--- src/rtl/csa_resolver.sv ---
// Resolves a carry-save pair (S, C) to binary R = S + 2*C, CHUNK bits per cycle.
// Optional macro CSA_RESOLVER_OVF_EN adds the out_ovf port (bits above WIDTH).
module csa_resolver #(
  parameter int WIDTH = 32,
  parameter int CHUNK = 8
) (
  input  logic             clk,
  input  logic             rst_n,
  input  logic             in_valid,
  output logic             in_ready,
  input  logic [WIDTH-1:0] in_sum,
  input  logic [WIDTH-1:0] in_carry,
  output logic             out_valid,
  input  logic             out_ready,
  output logic [WIDTH-1:0] out_data
`ifdef CSA_RESOLVER_OVF_EN
  ,
  output logic [1:0]       out_ovf
`endif
);

  localparam int N  = WIDTH / CHUNK;
  localparam int CW = (N > 1) ? $clog2(N) : 1;
  localparam int KW = $clog2(WIDTH) + 1;

  generate
    if (WIDTH % CHUNK != 0) begin : g_bad_chunk
      $error("csa_resolver: WIDTH must be a multiple of CHUNK");
    end
  endgenerate

  typedef enum logic [1:0] {IDLE, RUN, DONE} state_t;

  state_t           state_q, state_d;
  logic [CW-1:0]    cnt_q, cnt_d;
  logic             cy_q, cy_d;
  logic [WIDTH-1:0] s_q, s_d;
  logic [WIDTH-1:0] c_q, c_d;
  logic [WIDTH-1:0] data_q, data_d;
`ifdef CSA_RESOLVER_OVF_EN
  logic             c_msb_q, c_msb_d;
  logic [1:0]       ovf_q, ovf_d;
`endif

  logic [KW-1:0]    k;
  logic [CHUNK-1:0] s_chunk, c_chunk;
  logic [CHUNK:0]   part;
  logic [WIDTH-1:0] chunk_mask;
  logic             last;

  // Chunk arithmetic: select the current slice by shifting, write it back in place.
  always_comb begin
    k          = KW'(cnt_q) * KW'(CHUNK);
    s_chunk    = CHUNK'(s_q >> k);
    c_chunk    = CHUNK'(c_q >> k);
    part       = {1'b0, s_chunk} + {1'b0, c_chunk} + (CHUNK + 1)'(cy_q);
    chunk_mask = WIDTH'({CHUNK{1'b1}}) << k;
    last       = (cnt_q == CW'(N - 1));
  end

  always_comb begin
    state_d   = state_q;
    cnt_d     = cnt_q;
    cy_d      = cy_q;
    s_d       = s_q;
    c_d       = c_q;
    data_d    = data_q;
`ifdef CSA_RESOLVER_OVF_EN
    c_msb_d   = c_msb_q;
    ovf_d     = ovf_q;
`endif
    in_ready  = (state_q == IDLE);
    out_valid = (state_q == DONE);

    case (state_q)
      IDLE: begin
        if (in_valid) begin
          s_d     = in_sum;
          c_d     = in_carry << 1;
`ifdef CSA_RESOLVER_OVF_EN
          c_msb_d = in_carry[WIDTH-1];
`endif
          cnt_d   = '0;
          cy_d    = 1'b0;
          state_d = RUN;
        end
      end
      RUN: begin
        data_d = (data_q & ~chunk_mask) | ((WIDTH'(part[CHUNK-1:0])) << k);
        cy_d   = part[CHUNK];
        cnt_d  = cnt_q + 1'b1;
        if (last) begin
          cnt_d   = '0;
          state_d = DONE;
`ifdef CSA_RESOLVER_OVF_EN
          ovf_d   = {1'b0, part[CHUNK]} + {1'b0, c_msb_q};
`endif
        end
      end
      DONE: begin
        if (out_ready) state_d = IDLE;
      end
      default: state_d = IDLE;
    endcase
  end

  always_ff @(posedge clk or negedge rst_n) begin
    if (!rst_n) begin
      state_q <= IDLE;
      cnt_q   <= '0;
      cy_q    <= 1'b0;
      s_q     <= '0;
      c_q     <= '0;
      data_q  <= '0;
`ifdef CSA_RESOLVER_OVF_EN
      c_msb_q <= 1'b0;
      ovf_q   <= 2'd0;
`endif
    end else begin
      state_q <= state_d;
      cnt_q   <= cnt_d;
      cy_q    <= cy_d;
      s_q     <= s_d;
      c_q     <= c_d;
      data_q  <= data_d;
`ifdef CSA_RESOLVER_OVF_EN
      c_msb_q <= c_msb_d;
      ovf_q   <= ovf_d;
`endif
    end
  end

  assign out_data = data_q;
`ifdef CSA_RESOLVER_OVF_EN
  assign out_ovf  = ovf_q;
`endif

endmodule

--- config.mk ---
export PLATFORM = sky130hd
export DESIGN_NAME = csa_resolver
export DESIGN_NICKNAME = d
export VERILOG_FILES = /design/src/rtl/csa_resolver.sv
export SDC_FILE = /design/constraint.sdc
export NUM_CORES = 1
export LEC_CHECK = 0
export CAP_MARGIN = 20
export CORE_ASPECT_RATIO = 0.7
export CORE_MARGIN = 2
export CORE_UTILIZATION = 45
export DETAILED_ROUTE_END_ITERATION = 10
export GPL_TIMING_DRIVEN = 1
export HOLD_SLACK_MARGIN = 0.05
export PLACE_DENSITY = 0.73
export SLEW_MARGIN = 30
export SYNTH_ARGS = -nofsm -noshare
export SYNTH_HDL_FRONTEND = slang
export SYNTH_SLANG_ARGS = --single-unit
--- constraint.sdc ---
create_clock -name clk -period 4 [get_ports clk]
set_input_delay 0.4 -clock clk [delete_from_list [all_inputs] [get_ports clk]]
set_output_delay 0.4 -clock clk [all_outputs]
set_load 0.01 [all_outputs]
==> impl_metrics.ini <==
[sta]
post-route-period-util_pct = 78.0
finalSetupViolations = 0
setup_tns_ps = 0
finClkSkew_ps = 4.69
drv_slew = 0
tightest_slew_ps = 798
whs_ps = 135
relSlewSlack_pct = 46.8
layout_min_cycle_time_ps = 3120
rsz0062_at_grt = no
hold_violations = 0
max_freq_ghz = 0.321
setup_ws_ps = 880

[worst_setup_path]
endpoint_kind = flip-flop
cp_data_arrival_time_ps = 3410
crit_required_ps = 4290
critPathKind = reg -> reg
reg2reg_slack_ps = 880
reg2reg_depth = 9
crit_fanout = 10
cp-start-kind = flip-flop

[cts]
cts_num_sinks = 100
numCtsBuffers = 9
h-tree-depth = 3
cts-root-buf = clkbuf_16
clock_latency_ps = 350
post_cts_resize_count = 0
cts_tree = done
cts.path.max_buffers = 2
holdBufCountCts = 0
cts.clk_slew.worst_paths_ps = 70
post-cts-setup-buffers = 0

[finish]
fin_cells = 662
drive_gt1_share_pct = 8.43
fin_nets = 610
diodes = 0
stdcell_area_um2 = 5940
layout.area.seq_um2 = 2500
multi_input_area_um2 = 1900
fillers = 798
area_growth_pct = 31.1

[yosys]
synth-compound-area-share_pct = 10.4
ys.flop_type = dfrtp_1
synth_top_family_by_area = simple AND/OR/NAND/NOR gates
synthArstFlopShare_pct = 100
synth_edf_count = 0
ys_warn_count = 0
syn-cell-area_um2 = 4530
synth_top_cells_by_area = dfrtp_1 (55%), nand2_1 (16%), mux4_2 (7.5%)
yosysTopAreaCellShare_pct = 55.2
synth_xor_area_share_pct = 0.387
synthesis.nets = 515
synth-simple-area-share_pct = 19.4
synthAdderAreaFrac_pct = 3.92
syn_inst = 434
synth_cell_types = 37
synth-seq-area-share_pct = 55.2
synth_top_cell_by_area = dfrtp_1
synth_seq_cells = 100
synth.avg_cell_area_um2 = 10.4
synthMuxAreaShare_pct = 7.68

[grt]
grt-ovfl-total = 0
grt_first_pass_wirelength_um = 17400
grt_pass1_vias = 3459
antenna_found_initial = 0
grt_max_degree = 67
grt_use_total_pct = 21.7

[floorplanning]
die_area_um2 = 10900
die_h_um = 88.0
fp-row-count = 30
ios = 102
start_util_pct = 46.4
die_w_um = 124
fp.coreArea_um2 = 9760

[route]
drc_errors = 0
drt-pass1-iter-count = 4
ant_nets = 0
drt_iter0_drc = 214
wire_per_inst_um = 16.1
dr_total_vias = 3391
detail_route.wirelength_um = 10700
routed_via_density = 5.12

[power]
power.leakage_nw = 2.85
powerDensity_nw_per_um2 = 952
ir_worst_vdd_uv = 368

[outcome]
status = complete, no violations

[min_path]
hold_class = in -> async

[placed_design]
dp.cells = 646
io_buffers = 100
place_area_um2 = 5640
dp_hpwl_um = 7610
place_ws_ps = 901
gp_congestion = 0.854

[run]
drv_cap = 0
[logic make-up (layout without fill, tap and decap cells)]
family	after synthesis	after routing
simple gates	217	217
buf+inv	27	127
flops	100	100
fa+ha+maj	13	13
xor+xnor	2	2
compound gates	59	59
mux	16	16
[routing by layer]
| metal | up-vias | wire (µm) | track usage, % |
|---|---|---|---|
| met5 | - | 0 | 0 |
| met4 | 0 | 202 | 8.78 |
| met3 | 15 | 684 | 5.40 |
| met1 | 1613 | 4940 | 30.1 |
| li1 | 1654 | - | - |
| met2 | 109 | 4830 | 33.2 |
[stage by stage]
| step | util [%] | power [mW] |
|---|---|---|
| after floorplan | - | 3.79 |
| after global routing | 60.9 | 6.09 |
| after detailed placement | 57.8 | 4.80 |
| final | 60.9 | 5.65 |
| after global placement | 57.6 | 4.66 |
| after CTS | 60.9 | 5.69 |
[flip-flops by register name (all words and copies together) (netlist names)]
name / count
state_q: 2
cy_q: 1
c_q: 31
cnt_q: 2
out_data: 32
s_q: 32
[cells in the final DEF, fill, tap and decap left out, types with 3 or more instances in the layout]
cell | netlist | layout
nand2_1 | 198 | 197
o21ai_0 | 5 | 5
nor2_1 | 6 | 6
ha_1 | 11 | 11
clkdlybuf4s50_1 | 0 | 99
a21oi_1 | 4 | 4
inv_1 | 7 | 7
mux4_2 | 15 | 15
dfrtp_1 | 100 | 100
buf_4 | 0 | 3
clkbuf_16 | 0 | 9
a22o_1 | 32 | 32
[worst max-delay path: stages (launching register included)]
cell and delay, ps:
dfrtp_1 650, mux4_2 590, fa_1 470, inv_1 100
fa_1 200, nor2b_1 70, o31a_2 320, o31a_1 280
a21oi_2 200, a22o_1 180
[power by group]
part / internal [mW] / switching, mW / total (mW)
logic: 1.38 / 1.59 / 2.98
clock network: 0.501 / 0.368 / 0.870
registers: 1.50 / 0.307 / 1.81
total: 3.38 / 2.27 / 5.65
[path summary, 6_finish.rpt]
kind                       startpoint           to
max                          cnt_q[0]  out_data[6]
min                             rst_n       s_q[5]
max reg2reg                  cnt_q[0]  out_data[6]
min reg2reg                   c_q[23]      c_q[23]
max in group asynchronous       rst_n  out_data[8]
min in group clk              c_q[23]      c_q[23]
[area by class of cell]
class	count	area share [%]
inverters	7	0.442
well taps	128	2.70
flip-flops and latches	100	42.1
multi-input cells	307	32.0
repair buffers	104	17.7
clock buffers	12	4.15
clock inverters	4	0.822
[cells in the mapped netlist, types with 2 or more instances]
| master | number |
|---|---|
| xnor2_1 | 2 |
| o31ai_1 | 2 |
| nor2_1 | 6 |
| o21ai_0 | 5 |
| nor3_2 | 2 |
| nand3_1 | 2 |
| o211ai_1 | 2 |
| buf_2 | 7 |
| buf_6 | 2 |
| nand2_1 | 198 |
| o21bai_1 | 2 |
| fa_1 | 2 |
| nor3_4 | 2 |
| a22o_1 | 32 |
| dfrtp_1 | 100 |
| inv_1 | 7 |
| nand2b_1 | 2 |
| a21o_1 | 2 |
| nor2b_1 | 2 |
| o21a_1 | 2 |
| mux4_2 | 15 |
| clkbuf_1 | 9 |
| ha_1 | 11 |
| a211oi_1 | 2 |
| a21oi_1 | 4 |
Power figures use the tool's default switching activity.
